`src/rtl/hazard_ctrl.sv`:
```
// Pipeline hazard unit: operand forwarding, load-use interlock, branch flush and multi-cycle memory stall.
// Forwarding and pipeline controls are combinational; a memory access holds F/D/E/M for MEM_LAT cycles.
module hazard_ctrl #(
    parameter int         REG_AW    = 5,
    parameter int         MEM_LAT   = 2,
    parameter logic [1:0] LOAD_CODE = 2'b01,
    parameter int         CNT_W     = 16
) (
    input  logic              clk,
    input  logic              rst,
    input  logic [REG_AW-1:0] rs1_d,
    input  logic [REG_AW-1:0] rs2_d,
    input  logic [REG_AW-1:0] rs1_e,
    input  logic [REG_AW-1:0] rs2_e,
    input  logic [REG_AW-1:0] rd_e,
    input  logic [REG_AW-1:0] rd_m,
    input  logic [REG_AW-1:0] rd_w,
    input  logic              regwrite_m,
    input  logic              regwrite_w,
    input  logic [1:0]        resultsrc_e,
    input  logic              pcsrc_e,
    input  logic              memreq_m,
    output logic [1:0]        forward_ae,
    output logic [1:0]        forward_be,
    output logic              stall_f,
    output logic              stall_d,
    output logic              stall_e,
    output logic              stall_m,
    output logic              flush_d,
    output logic              flush_e,
    output logic              flush_w,
    output logic              pc_redirect,
    output logic              mem_busy,
    output logic [CNT_W-1:0]  stall_count,
    output logic [CNT_W-1:0]  flush_count
);
    localparam int            CW      = (MEM_LAT > 0) ? $clog2(MEM_LAT + 1) : 1;
    localparam bit            HAS_LAT = (MEM_LAT > 0);
    localparam logic [CW-1:0] LAT_M1  = CW'((MEM_LAT > 0) ? MEM_LAT - 1 : 0);
    localparam logic [CW-1:0] ONE     = CW'(1);

    typedef enum logic [1:0] {IDLE, WAIT, DONE} state_t;

    state_t        state, state_nxt;
    logic [CW-1:0] cnt, cnt_nxt;
    logic          mem_stall;
    logic          lw_stall;

    function automatic logic [1:0] fwd_sel(input logic [REG_AW-1:0] rs);
        if (regwrite_m && rd_m != '0 && rd_m == rs)      return 2'b10;
        else if (regwrite_w && rd_w != '0 && rd_w == rs) return 2'b01;
        else                                             return 2'b00;
    endfunction

    assign forward_ae = fwd_sel(rs1_e);
    assign forward_be = fwd_sel(rs2_e);

    assign lw_stall = (resultsrc_e == LOAD_CODE) && (rd_e != '0) &&
                      ((rd_e == rs1_d) || (rd_e == rs2_d));

    always_ff @(posedge clk or negedge rst) begin
        if (!rst) begin
            state <= IDLE;
            cnt   <= '0;
        end else begin
            state <= state_nxt;
            cnt   <= cnt_nxt;
        end
    end

    // DONE ignores memreq_m: it is still the access that just finished waiting.
    always_comb begin
        state_nxt = state;
        cnt_nxt   = cnt;
        mem_stall = 1'b0;
        case (state)
            IDLE: begin
                if (memreq_m && HAS_LAT) begin
                    mem_stall = 1'b1;
                    cnt_nxt   = LAT_M1;
                    state_nxt = (MEM_LAT == 1) ? DONE : WAIT;
                end
            end
            WAIT: begin
                mem_stall = 1'b1;
                cnt_nxt   = cnt - ONE;
                if (cnt == ONE) state_nxt = DONE;
            end
            DONE:    state_nxt = IDLE;
            default: state_nxt = IDLE;
        endcase
    end

    assign mem_busy = mem_stall;

    // A held E stage cannot resolve its branch, so the redirect waits for the stall to clear.
    always_comb begin
        stall_f     = 1'b0;
        stall_d     = 1'b0;
        stall_e     = 1'b0;
        stall_m     = 1'b0;
        flush_d     = 1'b0;
        flush_e     = 1'b0;
        flush_w     = 1'b0;
        pc_redirect = 1'b0;
        if (mem_stall) begin
            stall_f = 1'b1;
            stall_d = 1'b1;
            stall_e = 1'b1;
            stall_m = 1'b1;
            flush_w = 1'b1;
        end else begin
            pc_redirect = pcsrc_e;
            flush_d     = pcsrc_e;
            flush_e     = pcsrc_e | lw_stall;
            stall_f     = lw_stall & ~pcsrc_e;
            stall_d     = lw_stall & ~pcsrc_e;
        end
    end

    always_ff @(posedge clk or negedge rst) begin
        if (!rst) begin
            stall_count <= '0;
            flush_count <= '0;
        end else begin
            if (stall_f && stall_count != '1) stall_count <= stall_count + 1'b1;
            if (flush_e && flush_count != '1) flush_count <= flush_count + 1'b1;
        end
    end
endmodule

```
`config.mk`:
```
export PLATFORM = sky130hd
export DESIGN_NAME = hazard_ctrl
export DESIGN_NICKNAME = d
export VERILOG_FILES = /design/src/rtl/hazard_ctrl.sv
export SDC_FILE = /design/constraint.sdc
export NUM_CORES = 1
export LEC_CHECK = 0
export ABC_AREA = 1
export BUFFER_PORTS_ARGS = -buffer_cell sky130_fd_sc_hd__clkbuf_2
export CORE_MARGIN = 2
export CORE_UTILIZATION = 46
export DETAILED_ROUTE_END_ITERATION = 6
export PLACE_DENSITY = 0.76
export SKIP_CTS_REPAIR_TIMING = 1
export SLEW_MARGIN = 30
export SYNTH_ARGS = -nofsm -noshare
export SYNTH_HDL_FRONTEND = slang
export SYNTH_SLANG_ARGS = --single-unit
```
`constraint.sdc`:
```
create_clock -name clk -period 4.03 [get_ports clk]
set_input_delay 0.2015 -clock clk [delete_from_list [all_inputs] [get_ports clk]]
set_output_delay 0.2015 -clock clk [all_outputs]
set_load 0.01 [all_outputs]
```
==> flow_summary_export.csv <==
group,metric,value,unit
finish,postLayoutCoreUtil,57.38,%
floorplan,core,5540,µm²
placement,dp.final_hpwl,4659,µm
finish,num-fill-cells,554,
cts,clk_transition_reported_paths,80,ps
cts,cts.path.max_buffers,2,
synthesis,post_synth_inst_count,383,
pwr,p_leak,1.739,nW
cts,tritoncts,"yes",
route,route.detailed.wl_per_inst,11.24,µm
route,detailed_routing_iterations_pass_1,4,
cts,htree_num_levels,2,
synthesis,synth_nets,429,
synthesis,synth_ff_type,"sky130_fd_sc_hd__dfrtp_1",
setup_path,worst-path-max-fanout,11,
timing,sum_of_negative_setup_slack,0,ps
timing,max_freq,490.6,MHz
timing,timing_worst_slew_pin_value,815.9,ps
hold_path,worstHoldPathType,"input pin to async pin",
synthesis,synth_area_per_cell,6.903,µm²
pwr,seqPwrFrac,36.0,%
job,drv_cap,0,
route,remaining_routing_drc_violations,0,
finish,final_cell_mix,"sky130_fd_sc_hd__nand2_1, sky130_fd_sc_hd__clkbuf_2, sky130_fd_sc_hd__nand3_1, sky130_fd_sc_hd__inv_1, sky130_fd_sc_hd__dfrtp_1",
floorplan,initial_util,47.72,%
route,drt-initial-drc-count,87,
setup_path,setup.worst_path.start,"stall_count[0]$_DFFE_PN0P_",
finish,insertedDiodeCount,0,
timing,rsz0062_at_grt,"no",
placement,global_placement_routability_congestion,0.9168,
synthesis,ys_seq_elements,36,
route,via_count,2633,
setup_path,critical_path_required_time,4220,ps
cts,worst_skew_pair.late_latency,300,ps
placement,numPortBuffers,87,
floorplan,design.portCount,88,
cts,cts.sink_count,36,
finish,areaGrowthSynthToFinish,20.26,%
timing,setup_viol_count_final,0,
route,route.final.wire_length,6058,µm
run_status,failed_checks,"hold timing",
pwr,power.total,1.384,mW
finish,layout_commonest_cell,"sky130_fd_sc_hd__nand2_1",
synthesis,ys_types,23,
timing,final_period_minus_worst_setup_slack,2038,ps
timing,hold_slack,-15.22,ps
synthesis,number_of_synthesized_flops_with_an_enable_pin,0,
floorplan,fp.dieArea,6370,µm²
cts,numCtsBuffers,5,
timing,hold_violations,28,
synthesis,ys.warnings.count,0,
route,postRouteAntennaNets,0,
pwr,power.share.clock,23.7,%
setup_path,setup.reg_to_reg.worst_slack,1990,ps
timing,finClkSkew,12.92,ps
finish,drive_gt1_share,24.41,%
synthesis,post_synth_main_area_contributors,"sky130_fd_sc_hd__dfrtp_1, sky130_fd_sc_hd__nand2_1, sky130_fd_sc_hd__nand3_1",
synthesis,synth_top_area_share,34.07,%
global_routing,wire_length_of_the_first_global_routing_pass,10540,µm
pwr,power_report.internal_total,0.8100,mW
finish,design.final.nets,512,
setup_path,timing_worst_setup_path_type,"flip-flop to flip-flop",
synthesis,yosysTopAreaCell,"sky130_fd_sc_hd__dfrtp_1",
synthesis,async_reset_ff_share,100.0,%
timing,post-route-period-util,50.58,%
setup_path,crit_arrival,2220,ps
run_status,outcome,"finished with violations",
setup_path,reg2regPathDepth,8,
global_routing,gr-usage-all-layers,20.64,%
synthesis,synth_area,2644,µm²
setup_path,timing.critical_path.from_type,"flip-flop",
floorplan,die_h,79.81,µm
pwr,irDropWorstVdd,0.0002716,V
global_routing,grt_pass1_vias,2521,
pwr,power_per_cell_area,435.5,nW/µm²
setup_path,worst_setup_path_end_kind,"flip-flop",
setup_path,regToRegEndpoint,"stall_count[3]$_DFFE_PN0P_",
route,viasPerCell,4.885,
pwr,sw_frac_of_total,41.49,%
timing,slew_viol_final,0,
pwr,pwr-share-comb,40.2,%
floorplan,core.rowCount,27,
global_routing,antenna_found_initial,0,
cts,clockRootBuffer,"sky130_fd_sc_hd__clkbuf_8",
floorplan,die_w,79.81,µm
pwr,power.net_switching,0.5745,mW
synthesis,seq_area_frac_synth,34.07,%
global_routing,maximum_number_of_pins_on_one_net_before_global_route_repair,37,
timing,timing.max_slew.rel_slack,45.61,%
global_routing,grt_remaining_overflow,0,
setup_path,crit-reg2reg-launch,"stall_count[0]$_DFFE_PN0P_",
-- through the flow --
step	cell area [µm²]	instances	setup WS, ps
3_3_place_gp	3068	531	2021
3_5_place_dp	3068	531	1957
6_report	3179	539	1992
5_1_grt	3179	539	1746
4_1_cts	3179	539	1970
2_1_floorplan	2644	383	2487
-- layout make-up --
type	instances	area, µm²	share of cell area [%]
Timing Repair Buffer	87	435.4	13.70
Sequential cell	36	900.9	28.34
Tap cell	72	90.09	2.834
Multi-Input combinational cell	287	1458	45.85
Clock inverter	3	42.54	1.338
Inverter	49	183.9	5.785
Clock buffer	5	68.82	2.165
-- state kept, by name (all words and copies together), names as in the netlist --
| signal | cells |
|---|---|
| cnt | 2 |
| stall_count | 16 |
| flush_count | 16 |
| state | 2 |
-- synthesized netlist by cell type (2+ instances only) --
cell type and n:
sky130_fd_sc_hd__buf_4 6, sky130_fd_sc_hd__nand4_1 5, sky130_fd_sc_hd__inv_2 6, sky130_fd_sc_hd__nand2_4 2, sky130_fd_sc_hd__nor2_2 2, sky130_fd_sc_hd__xnor2_1 20, sky130_fd_sc_hd__buf_6 5, sky130_fd_sc_hd__dfrtp_1 36
sky130_fd_sc_hd__nand3_2 4, sky130_fd_sc_hd__nand2_2 4, sky130_fd_sc_hd__nor4_1 2, sky130_fd_sc_hd__inv_1 42, sky130_fd_sc_hd__ha_1 3, sky130_fd_sc_hd__nor2_1 32, sky130_fd_sc_hd__nand3_1 48, sky130_fd_sc_hd__nor3_1 13
sky130_fd_sc_hd__xor2_1 16, sky130_fd_sc_hd__nand2_1 129, sky130_fd_sc_hd__o21ai_0 4
-- power groups by stage --
stage	Combinational (mW)	Clock, mW	Sequential, mW
after floorplan	0.427	0	0.513
after global placement	0.550	0	0.501
after detailed placement	0.561	0	0.506
after CTS	0.564	0.334	0.499
after global routing	0.632	0.346	0.511
final	0.557	0.328	0.499
-- routing by layer --
layer	part of all wire, %	vias to the layer above	GRT usage (%)
li1	-	1356	-
met1	45	1218	24.29
met2	50	51	36.97
met3	4.0	8	5.204
met4	0.97	0	5.932
met5	0	-	0
-- worst max path at each step --
stage	endpoint	slack, ps	depth (start not counted)
after floorplan	flush_count[0]$_DFFE_PN0P_	2490	9
after global placement	stall_count[7]$_DFFE_PN0P_	2020	8
after detailed placement	stall_count[6]$_DFFE_PN0P_	1960	8
after CTS	stall_count[8]$_DFFE_PN0P_	1970	8
after global routing	stall_count[7]$_DFFE_PN0P_	1750	9
final	stall_count[3]$_DFFE_PN0P_	1990	8
-- critical path, cell delays in order, from the launching register on --
cell,delay (ps)
sky130_fd_sc_hd__dfrtp_1,410
sky130_fd_sc_hd__ha_1,200
sky130_fd_sc_hd__nand3_1,130
sky130_fd_sc_hd__nor2_2,180
sky130_fd_sc_hd__nand4_1,430
sky130_fd_sc_hd__inv_1,340
sky130_fd_sc_hd__nor2_1,90
sky130_fd_sc_hd__nand3_1,90
sky130_fd_sc_hd__nand2_1,50
-- logic make-up (layout without fill, tap and decap cells) --
logic type | after synthesis | in the layout | share of synthesized area [%]
fa+ha+maj | 3 | 3 | 1.420
simple gates | 244 | 244 | 41.03
buf+inv | 60 | 144 | 10.79
flops | 36 | 36 | 34.07
compound gates | 4 | 4 | 0.7572
xor+xnor | 36 | 36 | 11.93
Power figures use the tool's default switching activity.
